$ cat src/rtl/ctrl_pkg.sv
// Shared definitions for the control-word bubble pipeline: control-word field
// layout, default width and the NOP word.
package ctrl_pkg;

  localparam int CW_DEFAULT = 21;

  // Field offsets/widths, MSB to LSB: SRD, PSW_LE_RE, B, SOH_OP, ALU_OP, RAM_CTRL, L, RF_LE, ID_SR, UB
  localparam int UB_LSB        = 0;
  localparam int UB_W          = 1;
  localparam int ID_SR_LSB     = 1;
  localparam int ID_SR_W       = 2;
  localparam int RF_LE_LSB     = 3;
  localparam int RF_LE_W       = 1;
  localparam int L_LSB         = 4;
  localparam int L_W           = 1;
  localparam int RAM_CTRL_LSB  = 5;
  localparam int RAM_CTRL_W    = 4;
  localparam int ALU_OP_LSB    = 9;
  localparam int ALU_OP_W      = 4;
  localparam int SOH_OP_LSB    = 13;
  localparam int SOH_OP_W      = 3;
  localparam int B_LSB         = 16;
  localparam int B_W           = 1;
  localparam int PSW_LE_RE_LSB = 17;
  localparam int PSW_LE_RE_W   = 2;
  localparam int SRD_LSB       = 19;
  localparam int SRD_W         = 2;

  localparam logic [CW_DEFAULT-1:0] NOP_WORD = {CW_DEFAULT{1'b0}};

endpackage

$ cat src/rtl/ctrl_stage_reg.sv
// One pipeline stage of the control word: flush beats hold, hold beats the
// bubble-behind-a-held-stage case, otherwise the upstream word is loaded.
module ctrl_stage_reg
  import ctrl_pkg::*;
#(
  parameter int            CW       = CW_DEFAULT,
  parameter logic [CW-1:0] NOP_WORD = {CW{1'b0}}
) (
  input  logic          clk,
  input  logic          reset,
  input  logic          flush,
  input  logic          hold,
  input  logic          bubble,
  input  logic [CW-1:0] d,
  input  logic          d_valid,
  output logic [CW-1:0] q,
  output logic          q_valid
);

  logic [CW-1:0] word_r;
  logic          valid_r;
  logic [CW-1:0] word_nxt_s;
  logic          valid_nxt_s;

  // Next-state select for the stage contents
  always_comb begin
    word_nxt_s  = word_r;
    valid_nxt_s = valid_r;
    if (flush) begin
      word_nxt_s  = NOP_WORD;
      valid_nxt_s = 1'b0;
    end else if (hold) begin
      word_nxt_s  = word_r;
      valid_nxt_s = valid_r;
    end else if (bubble) begin
      word_nxt_s  = NOP_WORD;
      valid_nxt_s = 1'b0;
    end else begin
      word_nxt_s  = d;
      valid_nxt_s = d_valid;
    end
  end

  // Stage register with asynchronous reset to NOP
  always_ff @(posedge clk or posedge reset) begin
    if (reset) begin
      word_r  <= NOP_WORD;
      valid_r <= 1'b0;
    end else begin
      word_r  <= word_nxt_s;
      valid_r <= valid_nxt_s;
    end
  end

  assign q       = word_r;
  assign q_valid = valid_r;

endmodule

$ cat src/rtl/ctrl_bubble_pipe.sv
// Control-word pipeline between control unit and datapath: head bubble
// insertion (hazard / multi-cycle inject), per-stage hold and flush, bubble count.
module ctrl_bubble_pipe
  import ctrl_pkg::*;
#(
  parameter int            CW       = CW_DEFAULT,
  parameter int            STAGES   = 3,
  parameter logic [CW-1:0] NOP_WORD = {CW{1'b0}},
  parameter int            LEN_W    = 3,
  parameter int            CNT_W    = 16
) (
  input  logic                 clk,
  input  logic                 reset,
  input  logic [CW-1:0]        ctrl_in,
  input  logic                 ctrl_valid_in,
  output logic                 in_ready,
  input  logic                 hazard_i,
  input  logic                 inject_i,
  input  logic [LEN_W-1:0]     inject_len,
  input  logic [STAGES-1:0]    hold_i,
  input  logic [STAGES-1:0]    flush_i,
  input  logic                 cnt_clr_i,
  output logic [STAGES*CW-1:0] ctrl_out,
  output logic [STAGES-1:0]    valid_out,
  output logic [CNT_W-1:0]     bubble_cnt
);

  localparam logic [LEN_W-1:0] LEN_ONE = LEN_W'(1'b1);
  localparam logic [CNT_W-1:0] CNT_ONE = CNT_W'(1'b1);

  logic [STAGES-1:0] hold_eff_s;
  logic [LEN_W-1:0]  inj_cnt_r;
  logic [LEN_W-1:0]  inj_cnt_nxt_s;
  logic [CNT_W-1:0]  bubble_cnt_r;
  logic [CNT_W-1:0]  bubble_cnt_nxt_s;
  logic              inj_busy_s;
  logic              head_nop_s;
  logic              adv0_s;
  logic [CW-1:0]     head_word_s;
  logic              head_valid_s;
  logic [CW-1:0]     stage_word_s  [STAGES];
  logic              stage_valid_s [STAGES];

  // A hold anywhere downstream freezes every stage upstream of it
  always_comb begin
    hold_eff_s = hold_i;
    for (int k = STAGES - 2; k >= 0; k--) begin
      hold_eff_s[k] = hold_i[k] | hold_eff_s[k+1];
    end
  end

  assign inj_busy_s   = (inj_cnt_r != {LEN_W{1'b0}});
  assign head_nop_s   = hazard_i | inj_busy_s;
  assign head_word_s  = head_nop_s ? NOP_WORD : ctrl_in;
  assign head_valid_s = ~head_nop_s & ctrl_valid_in;
  assign adv0_s       = ~flush_i[0] & ~hold_eff_s[0];
  assign in_ready     = ~hold_eff_s[0] & ~hazard_i & ~inj_busy_s;

  // Inject counter: load only when idle, count down only when stage 0 advances
  always_comb begin
    inj_cnt_nxt_s = inj_cnt_r;
    if (!inj_busy_s) begin
      if (inject_i) begin
        inj_cnt_nxt_s = inject_len;
      end else begin
        inj_cnt_nxt_s = inj_cnt_r;
      end
    end else if (adv0_s) begin
      inj_cnt_nxt_s = inj_cnt_r - LEN_ONE;
    end else begin
      inj_cnt_nxt_s = inj_cnt_r;
    end
  end

  // Saturating head-bubble counter with clear taking priority
  always_comb begin
    bubble_cnt_nxt_s = bubble_cnt_r;
    if (cnt_clr_i) begin
      bubble_cnt_nxt_s = {CNT_W{1'b0}};
    end else if (adv0_s && head_nop_s && !(&bubble_cnt_r)) begin
      bubble_cnt_nxt_s = bubble_cnt_r + CNT_ONE;
    end else begin
      bubble_cnt_nxt_s = bubble_cnt_r;
    end
  end

  // Counter registers
  always_ff @(posedge clk or posedge reset) begin
    if (reset) begin
      inj_cnt_r    <= {LEN_W{1'b0}};
      bubble_cnt_r <= {CNT_W{1'b0}};
    end else begin
      inj_cnt_r    <= inj_cnt_nxt_s;
      bubble_cnt_r <= bubble_cnt_nxt_s;
    end
  end

  assign bubble_cnt = bubble_cnt_r;

  for (genvar k = 0; k < STAGES; k++) begin : g_stage
    if (k == 0) begin : g_head
      ctrl_stage_reg #(.CW(CW), .NOP_WORD(NOP_WORD)) u_stage (
        .clk     (clk),
        .reset   (reset),
        .flush   (flush_i[0]),
        .hold    (hold_eff_s[0]),
        .bubble  (1'b0),
        .d       (head_word_s),
        .d_valid (head_valid_s),
        .q       (stage_word_s[0]),
        .q_valid (stage_valid_s[0])
      );
    end else begin : g_body
      ctrl_stage_reg #(.CW(CW), .NOP_WORD(NOP_WORD)) u_stage (
        .clk     (clk),
        .reset   (reset),
        .flush   (flush_i[k]),
        .hold    (hold_eff_s[k]),
        .bubble  (hold_eff_s[k-1]),
        .d       (stage_word_s[k-1]),
        .d_valid (stage_valid_s[k-1]),
        .q       (stage_word_s[k]),
        .q_valid (stage_valid_s[k])
      );
    end
    assign ctrl_out[k*CW +: CW] = stage_word_s[k];
    assign valid_out[k]         = stage_valid_s[k];
  end

endmodule

$ cat config.mk
export PLATFORM = sky130hd
export DESIGN_NAME = ctrl_bubble_pipe
export DESIGN_NICKNAME = d
export VERILOG_FILES = /design/src/rtl/ctrl_pkg.sv /design/src/rtl/ctrl_stage_reg.sv /design/src/rtl/ctrl_bubble_pipe.sv
export SDC_FILE = /design/constraint.sdc
export NUM_CORES = 1
export LEC_CHECK = 0
export ABC_AREA = 1
export BUFFER_PORTS_ARGS = -buffer_cell sky130_fd_sc_hd__buf_2
export CAP_MARGIN = 20
export CORE_MARGIN = 3
export CORE_UTILIZATION = 50
export CTS_CLUSTER_SIZE = 28
export DETAILED_ROUTE_END_ITERATION = 16
export PLACE_DENSITY = 0.78
export SYNTH_ARGS = -nofsm -noshare
export SYNTH_HDL_FRONTEND = slang
export SYNTH_SLANG_ARGS = --single-unit
export TNS_END_PERCENT = 30
$ cat constraint.sdc
create_clock -name clk -period 5.7 [get_ports clk]
set_input_delay 0.57 -clock clk [delete_from_list [all_inputs] [get_ports clk]]
set_output_delay 0.57 -clock clk [all_outputs]
set_load 0.03 [all_outputs]
==> impl_metrics.tcl <==
set metrics [dict create \
    worst_slack_ps 2195 \
    dpl_worst_slack_ps 2254 \
    port_buffers 118 \
    drt-pass1-iter-count 4 \
    wl_um 10420 \
    synth_warnings 0 \
    setup_viol_count_final 0 \
    start_kind "input pin" \
    place.gp.congestion 0.8848 \
    grt_max_degree 86 \
    finalSetupTns_ps 0 \
    core-area_um2 7447 \
    ios 119 \
    reg2reg_slack_ps 3550 \
    ctsHoldBuffers 0 \
    cp_cell_sequence "buf_2 -> nor2_1 -> nand2_1 -> nor2_2 -> buf_2" \
    cts_resized 0 \
    die_area_um2 8942 \
    finish.utilization_pct 64.90 \
    synth-seq-area-share_pct 54.24 \
    viasPerCell 5.555 \
    worst_clock_skew_ps 6.953 \
    tightest_slew_ps 963.1 \
    cts_root_buffer "clkbuf_8" \
    r2r-end "g_stage[0].g_head.u_stage.q[3]" \
    worstHoldPathType "input pin to asynchronous set/reset pin" \
    vias 3561 \
    path_class "input pin to output port" \
    ys_types 26 \
    grt_setup_unrepaired "no" \
    arrival_ps 2940 \
    synthesis.nets 470 \
    drive_gt1_share_pct 27.86 \
    reg2reg_depth 8 \
    hold_viol 0 \
    crit_family "simple AND/OR/NAND/NOR gates" \
    synthCells 431 \
    ys.flop_type "dfrtp_1" \
    slowest_delay_ps 960 \
    cp_common_cell "buf_2" \
    max_freq_ghz 0.2853 \
    final_cell_area_um2 4833 \
    required_ps 5130 \
    setup.worst_path.end_class "output port" \
    synth-seq-cells 85 \
    hold_slack_ps 174.6 \
    die_w_um 94.56 \
    rows 31 \
    p_leak_uw 0.002463 \
    crit_buf_inv 2 \
    reg2reg_from "inj_cnt_r[0]" \
    antenna_found_initial 0 \
    synth-edff-count 0 \
    wl_per_cell_um 16.26 \
    netlist_area_um2 3921 \
    dp_hpwl_um 7053 \
    crit_fanout 24 \
    cts_made_buffers 9 \
    netlist_top_cells_area "dfrtp_1 54%, nand3_1 7.9%, inv_1 6.3%" \
    cts_tree "built" \
    antenna_left 0 \
    clk_latency_ps 350 \
    grt_pass1_vias 3564 \
    async_flop_share_pct 100.0 \
    start_util_pct 52.65 \
    slew_headroom_pct 35.72 \
    drv_cap 0 \
    gr-total-overflow 0 \
    grt_usage_pct 24.49 \
    grt_pass1_wl_um 17090 \
    post_dp_cell_area_um2 4526 \
    cts_sinks 85 \
    outcome "complete, no violations" \
    drv_slew 0 \
    nFillCells 623 \
    drc 0 \
    drt_iter0_drc 194 \
    area_growth_pct 23.26 \
    clk_pin_slew_ps 80 \
    clockBufferDepth 2 \
    ir_drop_v 0.0001678 \
    synth.avg_cell_area_um2 9.098 \
    diodes 0 \
    cp_slowest_cell "nor2_2" \
    powerDensity_nw_per_um2 281.1 \
    synth_top_cell_by_area "dfrtp_1" \
    die_h_um 94.56 \
    layout.nets 576 \
    synth_top_area_share_pct 54.24 \
    finalCritPeriodShare_pct 61.50 \
    htreeDepth 3 \
    min_period_ps 3505 \
    post_cts_buffers 0 \
]
sequential cells by signal (all words and copies together), names as in the netlist:
name                            flops
g_stage.g_head.u_stage.q_valid      1
g_stage.g_body.u_stage.q           42
inj_cnt_r                           3
g_stage.g_head.u_stage.q           21
bubble_cnt                         16
g_stage.g_body.u_stage.q_valid      2
report_power, final:
group / switching, uW / internal (uW)
logic: 106 / 44.8
clock network: 222 / 361
registers: 8.25 / 617
synth_stat cells (3+ instances only):
library cell  instances
o32ai_1              22
nand3_1              62
dfrtp_1              85
o21ai_0              23
nand2_1              66
nor2_4                3
clkbuf_1             19
nor2_1               16
xnor2_1               3
o21ai_1               5
nand4_1              12
ha_1                  3
buf_4                 3
inv_1                66
o31ai_1              22
inv_2                 4
area by class of cell:
| class | count | area [um2] | area share [%] |
|---|---|---|---|
| clock buffer | 11 | 151.4 | 3.132 |
| clock inverter | 5 | 128.9 | 2.666 |
| sequential | 85 | 2127 | 44.01 |
| tap | 99 | 123.9 | 2.563 |
| multi-input combinational | 250 | 1405 | 29.07 |
| timing repair buffer | 121 | 633.1 | 13.10 |
| inverter | 70 | 264.0 | 5.462 |
stage by stage:
stage,std cells,power (uW)
5_1_grt,641,1408
3_3_place_gp,624,775.0
6_report,641,1359
4_1_cts,640,1361
3_5_place_dp,624,784.9
2_1_floorplan,431,739.8
routing by layer:
layer  up-vias  wire length [um]  track usage [%]
li1       1662                 -                -
met1      1739              4345            30.98
met2       144              5154            41.31
met3        16               777            6.693
met4         0               145            7.091
met5         -                 0                0
layout by cell type, fill, tap and decap left out:
cell	n
a21oi_1	1
buf_16	1
buf_2	118
buf_4	2
bufinv_16	4
clkbuf_8	11
clkinv_2	1
dfrtp_1	85
ha_1	3
inv_1	65
inv_2	4
inv_6	1
nand2_1	66
nand2_2	2
nand3_1	62
nand3b_1	1
nand4_1	12
nor2_1	16
nor2_2	2
nor2_4	3
nor2_8	2
o211ai_1	2
o21ai_0	23
o21ai_1	5
o31ai_1	22
o32ai_1	22
or2_0	1
xnor2_1	3
xor2_1	2
tightest hold or removal path: stages:
cell      delay, ps
buf_2           100
clkinv_2         30
buf_4           180
how the worst max path moves through the flow:
stage / startpoint / end / slack [ps] / cells past startpoint
3_5_place_dp: hold_i[2] / in_ready / 2250 / 5
3_3_place_gp: hold_i[2] / in_ready / 2290 / 5
6_report: hold_i[2] / in_ready / 2190 / 5
5_1_grt: hold_i[2] / in_ready / 2050 / 5
2_1_floorplan: reset / bubble_cnt[0] / 2940 / 1
4_1_cts: hold_i[2] / in_ready / 2260 / 5
cells by family after synthesis:
kind of cell,synth area share [%]
AND/OR/NAND/NOR,20.55
buffers and inverters,9.923
flip-flops,54.24
AO/OA/AOI/OAI,13.21
XOR/XNOR,1.117
adder cells (fa/ha/maj),0.9573
(Power assumes the default switching activity.)
